`src/rtl/fpga_led_status_ctrl_pkg.sv`:
```
// Shared types for the LED status controller: per-channel LED modes and
// the exit-code blinker state machine.
package fpga_led_status_ctrl_pkg;

    typedef enum logic [1:0] {
        LED_OFF   = 2'b00,
        LED_ON    = 2'b01,
        LED_BLINK = 2'b10,
        LED_PWM   = 2'b11
    } led_mode_e;

    typedef enum logic [1:0] {
        EXIT_IDLE  = 2'b00,
        EXIT_BIT   = 2'b01,
        EXIT_PAUSE = 2'b10
    } exit_state_e;

    localparam int EXIT_CODE_W = 8;

endpackage

```
`src/rtl/fpga_led_status_ctrl_if.sv`:
```
// Bundle of mode/duty/exit-code inputs and LED outputs of the status controller.
interface fpga_led_status_ctrl_if #(
    parameter int NUM_LEDS = 4,
    parameter int PWM_W    = 8
);
    logic [2*NUM_LEDS-1:0] mode_i;
    logic [PWM_W-1:0]      duty_i;
    logic                  exit_valid_i;
    logic [31:0]           exit_value_i;
    logic [NUM_LEDS-1:0]   led_o;
    logic                  exit_led_o;
    logic                  exit_ok_o;

    modport master (
        output mode_i, duty_i, exit_valid_i, exit_value_i,
        input  led_o, exit_led_o, exit_ok_o
    );

    modport slave (
        input  mode_i, duty_i, exit_valid_i, exit_value_i,
        output led_o, exit_led_o, exit_ok_o
    );

endinterface

```
`src/rtl/fpga_led_exit_blinker.sv`:
```
// Serial exit-code blinker: shows the low 8 bits of the exit code MSB first as
// long (1) or short (0) pulses, then a 4-slot gap, repeating while valid.
module fpga_led_exit_blinker
    import fpga_led_status_ctrl_pkg::*;
#(
    parameter int SLOT_W = 24
) (
    input  logic                   clk_gen,
    input  logic                   rst_n,
    input  logic                   exit_valid_i,
    input  logic [EXIT_CODE_W-1:0] exit_code_i,
    output logic                   exit_led_o
);

    localparam logic [SLOT_W-1:0] THR_ONE  = SLOT_W'(3) << (SLOT_W - 2);
    localparam logic [SLOT_W-1:0] THR_ZERO = SLOT_W'(1) << (SLOT_W - 2);

    exit_state_e            state;
    logic [SLOT_W-1:0]      slot_cnt;
    logic [1:0]             pause_slot;
    logic [2:0]             bit_idx;
    logic [EXIT_CODE_W-1:0] code_q;
    logic                   slot_wrap;

    assign slot_wrap = &slot_cnt;

    // Dropping exit_valid_i in any active state returns to IDLE on the next edge.
    always_ff @(posedge clk_gen or negedge rst_n) begin
        if (!rst_n) begin
            state      <= EXIT_IDLE;
            slot_cnt   <= '0;
            pause_slot <= '0;
            bit_idx    <= 3'd7;
            code_q     <= '0;
            exit_led_o <= 1'b0;
        end else begin
            case (state)
                EXIT_IDLE: begin
                    exit_led_o <= 1'b0;
                    if (exit_valid_i) begin
                        code_q     <= exit_code_i;
                        bit_idx    <= 3'd7;
                        slot_cnt   <= '0;
                        pause_slot <= '0;
                        state      <= EXIT_BIT;
                    end
                end
                EXIT_BIT: begin
                    if (!exit_valid_i) begin
                        exit_led_o <= 1'b0;
                        state      <= EXIT_IDLE;
                    end else begin
                        slot_cnt   <= slot_cnt + SLOT_W'(1);
                        exit_led_o <= code_q[bit_idx] ? (slot_cnt < THR_ONE)
                                                      : (slot_cnt < THR_ZERO);
                        if (slot_wrap) begin
                            bit_idx <= bit_idx - 3'd1;
                            if (bit_idx == 3'd0) begin
                                pause_slot <= '0;
                                state      <= EXIT_PAUSE;
                            end
                        end
                    end
                end
                EXIT_PAUSE: begin
                    exit_led_o <= 1'b0;
                    if (!exit_valid_i) begin
                        state <= EXIT_IDLE;
                    end else begin
                        slot_cnt <= slot_cnt + SLOT_W'(1);
                        if (slot_wrap) begin
                            pause_slot <= pause_slot + 2'd1;
                            if (&pause_slot) begin
                                bit_idx <= 3'd7;
                                state   <= EXIT_BIT;
                            end
                        end
                    end
                end
                default: begin
                    exit_led_o <= 1'b0;
                    state      <= EXIT_IDLE;
                end
            endcase
        end
    end

endmodule

```
`src/rtl/fpga_led_status_ctrl.sv`:
```
// LED status controller: per-channel off/on/blink/PWM drive from a shared
// free-running counter, exit-code blinker, and a reset synchroniser.
module fpga_led_status_ctrl
    import fpga_led_status_ctrl_pkg::*;
#(
    parameter int NUM_LEDS = 4,
    parameter int CNT_W    = 27,
    parameter int PWM_W    = 8,
    parameter int SLOT_W   = 24
) (
    input  logic                   clk_gen,
    input  logic                   rst_n,
    output logic                   rst_sync_no,
    fpga_led_status_ctrl_if.slave  bus
);

    logic [1:0]          sync_q;
    logic [CNT_W-1:0]    cnt;
    logic [NUM_LEDS-1:0] led_q;
    logic                exit_ok_q;
    logic                exit_led;

    always_ff @(posedge clk_gen or negedge rst_n) begin
        if (!rst_n) begin
            sync_q <= '0;
        end else begin
            sync_q <= {sync_q[0], 1'b1};
        end
    end

    assign rst_sync_no = sync_q[1];

    always_ff @(posedge clk_gen or negedge rst_n) begin
        if (!rst_n) begin
            cnt <= '0;
        end else begin
            cnt <= cnt + CNT_W'(1);
        end
    end

    // Mode changes never disturb cnt, so blink/PWM phase stays shared across channels.
    always_ff @(posedge clk_gen or negedge rst_n) begin
        if (!rst_n) begin
            led_q <= '0;
        end else begin
            for (int i = 0; i < NUM_LEDS; i++) begin
                case (led_mode_e'(bus.mode_i[2*i +: 2]))
                    LED_OFF:   led_q[i] <= 1'b0;
                    LED_ON:    led_q[i] <= 1'b1;
                    LED_BLINK: led_q[i] <= cnt[CNT_W-1];
                    LED_PWM:   led_q[i] <= (cnt[PWM_W-1:0] < bus.duty_i);
                    default:   led_q[i] <= 1'b0;
                endcase
            end
        end
    end

    always_ff @(posedge clk_gen or negedge rst_n) begin
        if (!rst_n) begin
            exit_ok_q <= 1'b0;
        end else begin
            exit_ok_q <= bus.exit_valid_i && (bus.exit_value_i == 32'd0);
        end
    end

    fpga_led_exit_blinker #(
        .SLOT_W (SLOT_W)
    ) u_exit_blinker (
        .clk_gen      (clk_gen),
        .rst_n        (rst_n),
        .exit_valid_i (bus.exit_valid_i),
        .exit_code_i  (bus.exit_value_i[EXIT_CODE_W-1:0]),
        .exit_led_o   (exit_led)
    );

    assign bus.led_o      = led_q;
    assign bus.exit_led_o = exit_led;
    assign bus.exit_ok_o  = exit_ok_q;

endmodule

```
`src/flat_wrapper.sv`:
```
// flat-port wrapper written by rule: the top's interface ports become plain ports
module fpga_led_status_ctrl_flat import fpga_led_status_ctrl_pkg::*;
#(
    parameter int NUM_LEDS = 4,
    parameter int CNT_W    = 27,
    parameter int PWM_W    = 8,
    parameter int SLOT_W   = 24
)
  (clk_gen, rst_n, rst_sync_no, bus_mode_i, bus_duty_i, bus_exit_valid_i, bus_exit_value_i, bus_led_o, bus_exit_led_o, bus_exit_ok_o);
  fpga_led_status_ctrl_if #(.NUM_LEDS(NUM_LEDS), .PWM_W(PWM_W)) bus_i ();
  input  logic clk_gen;
  input  logic rst_n;
  output logic rst_sync_no;
  input wire logic [$bits(bus_i.mode_i)-1:0] bus_mode_i;
  input wire logic [$bits(bus_i.duty_i)-1:0] bus_duty_i;
  input wire logic [$bits(bus_i.exit_valid_i)-1:0] bus_exit_valid_i;
  input wire logic [$bits(bus_i.exit_value_i)-1:0] bus_exit_value_i;
  output wire logic [$bits(bus_i.led_o)-1:0] bus_led_o;
  output wire logic [$bits(bus_i.exit_led_o)-1:0] bus_exit_led_o;
  output wire logic [$bits(bus_i.exit_ok_o)-1:0] bus_exit_ok_o;
  assign bus_i.mode_i = bus_mode_i;
  assign bus_i.duty_i = bus_duty_i;
  assign bus_i.exit_valid_i = bus_exit_valid_i;
  assign bus_i.exit_value_i = bus_exit_value_i;
  assign bus_led_o = bus_i.led_o;
  assign bus_exit_led_o = bus_i.exit_led_o;
  assign bus_exit_ok_o = bus_i.exit_ok_o;
  fpga_led_status_ctrl #(.NUM_LEDS(NUM_LEDS), .CNT_W(CNT_W), .PWM_W(PWM_W), .SLOT_W(SLOT_W)) u_core (.clk_gen(clk_gen), .rst_n(rst_n), .rst_sync_no(rst_sync_no), .bus(bus_i));
endmodule
```
`config.mk`:
```
export PLATFORM = sky130hd
export DESIGN_NAME = fpga_led_status_ctrl_flat
export DESIGN_NICKNAME = d
export VERILOG_FILES = /design/src/rtl/fpga_led_status_ctrl_pkg.sv /design/src/rtl/fpga_led_status_ctrl_if.sv /design/src/rtl/fpga_led_exit_blinker.sv /design/src/rtl/fpga_led_status_ctrl.sv /design/src/flat_wrapper.sv
export SDC_FILE = /design/constraint.sdc
export NUM_CORES = 1
export LEC_CHECK = 0
export BUFFER_PORTS_ARGS = -buffer_cell sky130_fd_sc_hd__buf_2
export CAP_MARGIN = 20
export CORE_UTILIZATION = 61
export CTS_CLUSTER_DIAMETER = 50
export DETAILED_ROUTE_END_ITERATION = 6
export GPL_TIMING_DRIVEN = 0
export PLACE_DENSITY = 0.85
export REMOVE_ABC_BUFFERS = 1
export SKIP_CTS_REPAIR_TIMING = 1
export SLEW_MARGIN = 5
export SYNTH_ARGS = -nofsm -noshare
export SYNTH_HDL_FRONTEND = slang
export SYNTH_SLANG_ARGS = --single-unit
```
`constraint.sdc`:
```
create_clock -name clk_gen -period 5.7 [get_ports clk_gen]
set_input_delay 0 -clock clk_gen [delete_from_list [all_inputs] [get_ports clk_gen]]
set_output_delay 0 -clock clk_gen [all_outputs]
set_load 0.02 [all_outputs]
```
Word level (Yosys, flattened, before mapping)
Index checks and enable logic that the tools add are counted.

word-level totals
  bits in registers = 74
  input port bits = 51
  word-level logic and storage cells = 96
  output and inout port bits = 7

operators by class
  $add $sub $neg = 4
  reduce and logical (&&, ||, !) cells = 18
  order comparisons = 4
  multiplexer cells = 34
  eq/ne operators = 26

operators by type and width
  kind                   count
  $mux 24                2
  $pmux 24 s2            1
  $logic_not 32->1       1
  $add 27x1->27 const B  1
  $mux 2                 13
  $add 24x1->24 const B  1
  $lt 24x23->1 const B   1
  $lt 24x24->1 const B   1
  $reduce_and 24->1      1
  $eq 2x2->1 const B     9
  $mux 3                 6
  $pmux 1 s4             4
  $ne 2x2->1 const B     7
  $reduce_and 7->1       2
  $ne 3x3->1 const B     4
  $pmux 2 s3             2
  $eq 2x1->1 const B     5
  $logic_not 2->1        5
  $pmux 3 s3             1
  $lt 8x8->1             1
  $reduce_and 5->1       1
  $lt 3x4->1 const B     1
  $mux 1                 4
  $reduce_and 2->1       2
  other kinds (10)       10

Depth between registers and ports, before layout
Gate-level depths: netlist of the first run.

  word-level depth = 5
  mapped depth = 8
  mapped depth without buffers = 7

Hierarchy
From an unflattened synthesis of the first run, not the netlist that was laid out.

unflattened totals
  cell total of the unflattened synthesis = 375
  area, all modules = 3948.8 µm²

by module, submodules not included
  module                 cells an instance  times used  sequential area each (µm²)  area an instance (µm²)
  fpga_led_exit_blinker  221                1           1004.7                      2219.6
  fpga_led_status_ctrl   154                1           850.8                       1729.2

Least setup slack after synthesis of the first run
No wires, ideal clock.

  path kind = reg2reg
  from = register u_core.u_exit_blinker.state[0]
  to = register u_core.u_exit_blinker.slot_cnt[13]
  slack = 3.834 ns
  period minus slack after synthesis = 1.866 ns
  stages on the path, launching flop included = 8
  library setup time = 0.132 ns
  data arrival time = 1.734 ns
  buffers on the path = 0
  required time = 5.568 ns
  path through = dfrtp_1 inv_1 ha_1 o21ai_1 nor4_4 nor3b_2 xnor2_1 nor2_1

on the way
  word-level cells in the longest chain between the ends = 4
  elaborated cells on any way between the ends = 9
  classes of those cells = 4 x eq/ne; 1 x mux; 4 x reduce/logical

RTL lines
  what                                                              RTL line                     text
  start: declaration                                                fpga_led_exit_blinker.sv:18  exit_state_e state;
  start signal: assignment                                          fpga_led_exit_blinker.sv:30  state <= EXIT_IDLE;
  start signal: assignment                                          fpga_led_exit_blinker.sv:45  state <= EXIT_BIT;
  start signal: assignment                                          fpga_led_exit_blinker.sv:51  state <= EXIT_IDLE;
  $eq 2x2->1 / $eq 2x1->1 (equally long branches)                   fpga_led_exit_blinker.sv:37  case (state)
  $reduce_or 2->1 (no line)                                         n/a
  $ne 2x1->1 (no line) / $reduce_bool 2->1 (equally long branches)  n/a
  $reduce_and 3->1 (no line)                                        n/a
  end signal: assignment                                            fpga_led_exit_blinker.sv:53  slot_cnt <= slot_cnt + SLOT_W'(1);
  end signal: assignment                                            fpga_led_exit_blinker.sv:70  slot_cnt <= slot_cnt + SLOT_W'(1);
  end: declaration                                                  fpga_led_exit_blinker.sv:19  logic [SLOT_W-1:0] slot_cnt;

Parallel ways exist; a longest one is shown, timed or not.
A chain may end at the register's enable or synchronous reset.

Worst setup path after layout of the first run
  from = register u_core.cnt[7]
  to = register u_core.led_q[1] (netlist: u_core.bus.led_o[1])

on the way
  word-level cells in the longest chain between the ends = 2

RTL lines
  what                            RTL line                    text
  start: declaration              fpga_led_status_ctrl.sv:18  logic [CNT_W-1:0] cnt;
  start signal: assignment        fpga_led_status_ctrl.sv:37  cnt <= cnt + CNT_W'(1);
  $lt 8x8->1                      fpga_led_status_ctrl.sv:51  LED_PWM: led_q[i] <= (cnt[PWM_W-1:0] < bus.duty_i);
  $pmux 1 s4                      fpga_led_status_ctrl.sv:47  case (led_mode_e'(bus.mode_i[2*i +: 2]))
  end signal: indexed assignment  fpga_led_status_ctrl.sv:50  LED_BLINK: led_q[i] <= cnt[CNT_W-1];
  end signal: indexed assignment  fpga_led_status_ctrl.sv:51
  end: declaration                fpga_led_status_ctrl.sv:19  logic [NUM_LEDS-1:0] led_q;

No other way between the ends.

==> impl_metrics.py, run 1 <==
metrics = {
    "route": {
        "vias": 2982,
        "drc": 0,
        "wl_um": 8450,
        "ant_nets": 0,
        "drt_iter0_drc": 162,
        "drt_first_pass_iters": 6,
        "wire_per_inst_um": 16.4,
        "vias_per_cell": 5.80,
    },
    "clocking": {
        "cts_htree_levels": 3,
        "clk_pin_slew_worst_paths_ps": 80,
        "cts_max_path_buffers": 2,
        "numCtsBuffers": 9,
        "cts_tree": "done",
        "clk_latency_ps": 330,
        "numClockSinks": 74,
        "cts-root-buf": "clkbuf_8",
    },
    "pwr": {
        "p_clk_frac": 0.312,
        "power_density_nw_per_um2": 294,
        "intPower_mw": 0.955,
        "p_sw_mw": 0.393,
        "leakagePower_nw": 2.24,
        "p_sw_frac": 0.292,
        "pwr-share-comb": 0.227,
        "power.share.sequential": 0.461,
        "peakVddDrop_v": 0.000234,
    },
    "worst_hold_path": {
        "hp-class": "input port to flip-flop",
        "min_from": "bus_exit_valid_i",
    },
    "setup_path": {
        "cp_top_family": "compound AO/OA/AOI/OAI gates",
        "cp-end-kind": "flip-flop",
        "crit_buf_inv": 1,
        "critical_path_arrival_ps": 2570,
        "start_kind": "flip-flop",
        "cp_slowest_cell": "dlygate4sd3_1",
        "critical_path_class": "flip-flop to flip-flop",
        "cp_max_fo": 6,
        "worstPathRequired_ps": 5910,
        "setup.worst_path.start": "u_core.cnt[7]",
        "slowest_delay_ps": 600,
        "reg2reg_from": "u_core.cnt[7]",
        "cp_cell_sequence": "ha_1 -> nand4_1 -> o31ai_1 -> a31oi_1 -> dlygate4sd3_1",
    },
    "placed_design": {
        "gp_congestion": 0.811,
        "io_buffer_count": 57,
        "place_inst": 479,
        "dp_hpwl_um": 5280,
    },
    "sta": {
        "report.final.slew_viol_count": 0,
        "skew_ps": 8.83,
        "fmax_mhz": 424,
        "post-route-min-period_ps": 2360,
        "setup_viol": 0,
        "tns_ps": 0,
        "slew_headroom": 0.509,
        "hold_viol": 0,
        "rsz0062_at_grt": "no",
        "period_share": 0.414,
        "worst_slew_pin_slew_ps": 735,
    },
    "logic_synthesis": {
        "synthAdderAreaFrac": 0.0527,
        "synth_top_area_share": 0.467,
        "synth_top_flop_cell": "dfrtp_1",
        "synth_top_family_by_area": "simple AND/OR/NAND/NOR gates",
        "synthCells": 351,
        "synth_xor_area_frac": 0.104,
        "synth_async_sr_flop_share": 1.00,
        "synth_compound_gate_area_share": 0.0645,
        "seq_area_frac_synth": 0.488,
        "synth_area_leader_cell": "dfrtp_1",
        "ys_types": 56,
        "ys_top_cells_by_count": "dfrtp_1 (71), nor2_1 (35), nand2_1 (25), xnor2_1 (25), nand3_1 (21)",
        "yosysMostFrequentCell": "dfrtp_1",
        "synth_mux_area_frac": 0.0441,
        "netlist_area_um2": 3800,
        "ys_ff_latch": 74,
        "yosys.area_share.simple": 0.222,
        "synth.avg_cell_area_um2": 10.8,
        "synth_area_leaders": "dfrtp_1 (47%), xnor2_1 (5.8%), ha_1 (5.3%)",
        "yosysWarnings": 0,
        "synth-edff-count": 0,
    },
    "grt": {
        "grt_first_pass_wirelength_um": 12300,
        "grt_pass1_vias": 2783,
        "track_usage": 0.247,
        "grt_max_degree": 60,
        "antenna_found_initial": 0,
        "grt_overflow": 0,
    },
    "cells_and_area": {
        "final_cells": 514,
        "n_antenna_cell": 0,
        "drive_above_1_share": 0.228,
        "fillers": 377,
        "fin_nets": 502,
        "syn_to_final_growth_pct": 20.7,
    },
    "die": {
        "die_w_um": 80.9,
        "die_h_um": 80.9,
        "core_area_um2": 5960,
        "start_util": 0.638,
        "dieArea_um2": 6550,
        "ios": 58,
        "rows": 28,
    },
    "run": {
        "cap_violations": 0,
    },
    "run_status": {
        "status": "finished clean",
    },
}
-- power groups by stage --
stage | Sequential, mW | Clock (mW) | Combinational (mW)
final | 0.622 | 0.420 | 0.305
after detailed placement | 0.627 | 0 | 0.290
after global routing | 0.629 | 0.449 | 0.336
after CTS | 0.617 | 0.427 | 0.291
after floorplan | 0.621 | 0 | 0.197
after global placement | 0.624 | 0 | 0.267
-- worst reg2reg max path, delay by kind of cell, from the launching register on --
kind | cells | cell delay [ps]
buffers and inverters | 1 | 600
AOI/OAI and AO/OA | 2 | 720
DFF | 1 | 460
and+or+nand+nor | 1 | 110
adders and majority gates | 1 | 330
-- worst paths after layout --
kind,to,slack [ps],cells after the start
min in group asynchronous,u_core.u_exit_blinker.slot_cnt[1],70,2
max in group asynchronous,u_core.u_exit_blinker.bit_idx[1],5040,3
max reg2reg,u_core.bus.led_o[1],3340,5
min reg2reg,u_core.sync_q[1],350,0
min,u_core.u_exit_blinker.slot_cnt[0],50,3
max,u_core.bus.led_o[1],3340,5
-- state kept, by name, summed over array words and instances, names as in the netlist --
| register | cells |
|---|---|
| u_core.u_exit_blinker.exit_led_o | 1 |
| u_core.u_exit_blinker.code_q | 8 |
| u_core.bus.led_o | 4 |
| u_core.sync_q | 2 |
| u_core.bus.exit_ok_o | 1 |
| u_core.cnt | 27 |
| u_core.u_exit_blinker.bit_idx | 3 |
| u_core.u_exit_blinker.pause_slot | 2 |
| u_core.u_exit_blinker.state | 2 |
| u_core.u_exit_blinker.slot_cnt | 24 |
-- cells by family (layout without fill, tap and decap cells) --
group / count (synthesis) / in the layout
fa+ha+maj: 16 / 16
mux: 13 / 13
flops: 74 / 74
compound gates: 35 / 35
other cells: 1 / 1
simple gates: 146 / 146
buf+inv: 21 / 109
xor+xnor: 45 / 45
-- cell type report --
type	instances	area, um^2	share of cell area
inverters	15	56.3	0.0123
multi-input cells	256	1850	0.404
well taps	75	93.8	0.0204
clock inverters	2	35.0	0.00763
flip-flops and latches	74	1860	0.404
repair buffers	79	527	0.115
clock buffers	13	169	0.0368
-- per-layer routing --
| metal | up-vias | GRT usage | part of all wire |
|---|---|---|---|
| met3 | 29 | 0.0607 | 0.032 |
| met4 | 0 | 0.0732 | 0.026 |
| met2 | 74 | 0.434 | 0.55 |
| li1 | 1417 | - | - |
| met5 | - | 0 | 0 |
| met1 | 1462 | 0.301 | 0.40 |
-- through the flow --
stage / setup WS (ps) / cell area (um^2) / utilization / power (mW) / hold WS, ps
detailed placement: 3450 / 4190 / 0.703 / 0.917 / -114
floorplan: 3730 / 3760 / - / 0.818 / -296
global route: 3230 / 4590 / 0.771 / 1.41 / 49.4
global placement: 3240 / 4140 / 0.696 / 0.891 / 193
finish: 3340 / 4590 / 0.771 / 1.35 / 48.0
CTS: 3440 / 4390 / 0.737 / 1.34 / -476
-- cells in the final DEF, fill, tap and decap left out, drive strengths merged, types with 5 or more instances in the layout --
master,count
dlygate4sd3,20
nand3,22
o21ai,5
dfrtp,71
nand4,17
and4,8
buf,59
mux2,10
nor2,35
nand2,25
clkbuf,13
ha,16
xnor2,25
a21oi,8
nor3,5
inv,15
nor4,7
and3,11
xor2,20
Power figures use the tool's default switching activity.
==> inputs of run 2 (changes only) <==
- CORE_UTILIZATION: 61 -> 57
- PLACE_DENSITY: 0.85 -> 0.8
- clock period: 5.7 -> 2.3 ns (I/O delays scaled with it)
==> run 2 against run 1 <==
  * First-iteration DRC count down 9.3%
  * Clock skew up 6.2 ps
  * Fmax up 12%
  * Routed wire length down 8.1%
  * Core utilization down 5.3 points
  * Critical endpoint is now u_core.u_exit_blinker.state[0]
  * Largest power group unchanged
==> impl_metrics.py, run 2 (same netlist as run 1, synthesis figures left out) <==
metrics = {
    "sta": {
        "setup_viol": 0,
        "report.final.slew_viol_count": 0,
        "period_share": 0.914,
        "fin_ws_ps": 198,
        "skew_ps": 15.0,
        "rsz0062_at_grt": "no",
        "post-route-min-period_ps": 2100,
        "fmax_mhz": 476,
        "worst_slew_pin_slew_ps": 658,
        "hold_viol": 0,
        "slew_headroom": 0.557,
        "fin_hold_ws_ps": 18.2,
    },
    "setup_path": {
        "cp_slowest_cell": "nor2b_2",
        "reg2reg_from": "u_core.u_exit_blinker.slot_cnt[12]",
        "critical_path_arrival_ps": 2340,
        "critical_path_class": "flip-flop to flip-flop",
        "cp_top_family": "simple AND/OR/NAND/NOR gates",
        "cp_cell_sequence": "and3_1 -> nor2b_2 -> nand4_1 -> a32oi_1 -> mux2_2",
        "worstPathRequired_ps": 2540,
        "setup.worst_path.start": "u_core.u_exit_blinker.slot_cnt[12]",
        "cp_max_fo": 10,
        "slowest_delay_ps": 490,
        "start_kind": "flip-flop",
        "crit_buf_inv": 0,
        "cp-end-kind": "flip-flop",
    },
    "grt": {
        "grt_overflow": 0,
        "grt_pass1_vias": 2787,
        "track_usage": 0.219,
        "grt_first_pass_wirelength_um": 12400,
        "grt_max_degree": 43,
        "antenna_found_initial": 0,
    },
    "clocking": {
        "clk_pin_slew_worst_paths_ps": 80,
        "numClockSinks": 74,
        "cts_htree_levels": 3,
        "cts-root-buf": "clkbuf_8",
        "clk_latency_ps": 350,
        "cts_max_path_buffers": 2,
        "numCtsBuffers": 9,
        "cts_tree": "done",
    },
    "run": {
        "cap_violations": 0,
    },
    "pwr": {
        "leakagePower_nw": 2.24,
        "peakVddDrop_v": 0.000548,
        "power_density_nw_per_um2": 716,
    },
    "die": {
        "dieArea_um2": 7000,
        "ios": 58,
        "die_w_um": 83.7,
        "rows": 29,
        "die_h_um": 83.7,
        "core_area_um2": 6390,
        "start_util": 0.595,
    },
    "placed_design": {
        "io_buffer_count": 57,
        "place_inst": 481,
        "dp_hpwl_um": 5140,
        "place_ws_ps": -2.73,
        "gp_congestion": 0.862,
    },
    "worst_hold_path": {
        "min_from": "bus_exit_valid_i",
        "hp-class": "input port to flip-flop",
    },
    "cells_and_area": {
        "largest-register": "u_core.cnt",
        "final_common_cell": "dfrtp_1",
        "drive_above_1_share": 0.236,
        "mostFrequentLayoutCells": "dfrtp_1 (71), buf_2 (56), nor2_1 (34)",
        "syn_to_final_growth_pct": 20.6,
        "largest_registers": "u_core.cnt (27), u_core.u_exit_blinker.slot_cnt (24), u_core.u_exit_blinker.code_q (8)",
        "largest_reg_flops": 27,
        "n_antenna_cell": 0,
        "final_cells": 518,
        "utilization": 0.718,
        "fin_nets": 503,
    },
    "route": {
        "wl_um": 7760,
        "ant_nets": 0,
        "drt_first_pass_iters": 4,
        "vias": 2917,
        "vias_per_cell": 5.63,
        "drc": 0,
        "drt_iter0_drc": 147,
        "wire_per_inst_um": 15.0,
    },
    "run_status": {
        "status": "finished clean",
    },
}
run 2: area by class of cell:
class	instances	area, um^2
clock buffers	11	141
clock inverters	5	53.8
fillers	434	1800
inverters	15	56.3
multi-input cells	256	1860
flip-flops and latches	74	1860
well taps	77	96.3
repair buffers	80	523
run 2: final timing paths:
| check | end | slack (ps) | depth (start not counted) |
|---|---|---|---|
| hold reg to reg | u_core.sync_q[1] | 350 | 0 |
| setup / recovery | u_core.u_exit_blinker.state[0] | 200 | 5 |
| min in group asynchronous | u_core.u_exit_blinker.slot_cnt[5] | 130 | 2 |
| hold / removal | u_core.u_exit_blinker.slot_cnt[0] | 20 | 3 |
| max in group asynchronous | u_core.u_exit_blinker.bit_idx[1] | 1550 | 3 |
| setup reg to reg | u_core.u_exit_blinker.state[0] | 200 | 5 |
run 2: per-stage QoR:
step | setup TNS, ps | cell area [um^2] | power [mW]
5_1_grt | 0 | 4580 | 3.45
3_5_place_dp | -5.33 | 4180 | 2.25
3_3_place_gp | -4160 | 4150 | 2.21
2_1_floorplan | 0 | 3760 | 2.03
4_1_cts | -250 | 4370 | 3.26
6_report | 0 | 4580 | 3.28
run 2: power breakdown:
| group | internal (mW) | switching, mW | total, mW |
|---|---|---|---|
| logic | 0.345 | 0.398 | 0.743 |
| clock network | 0.528 | 0.475 | 1.00 |
| registers | 1.43 | 0.102 | 1.53 |
run 2: metal layers:
layer | up-vias | part of all wire | track usage
li1 | 1419 | - | -
met1 | 1419 | 0.44 | 0.295
met2 | 67 | 0.51 | 0.360
met3 | 12 | 0.036 | 0.0475
met4 | 0 | 0.013 | 0.0632
met5 | - | 0 | 0
run 2: worst register-to-register path, stage by stage (launching register included):
cell and delay, ps:
dfrtp_1 400, and3_1 280, nor2b_2 490, nand4_1 160
a32oi_1 310, mux2_2 370
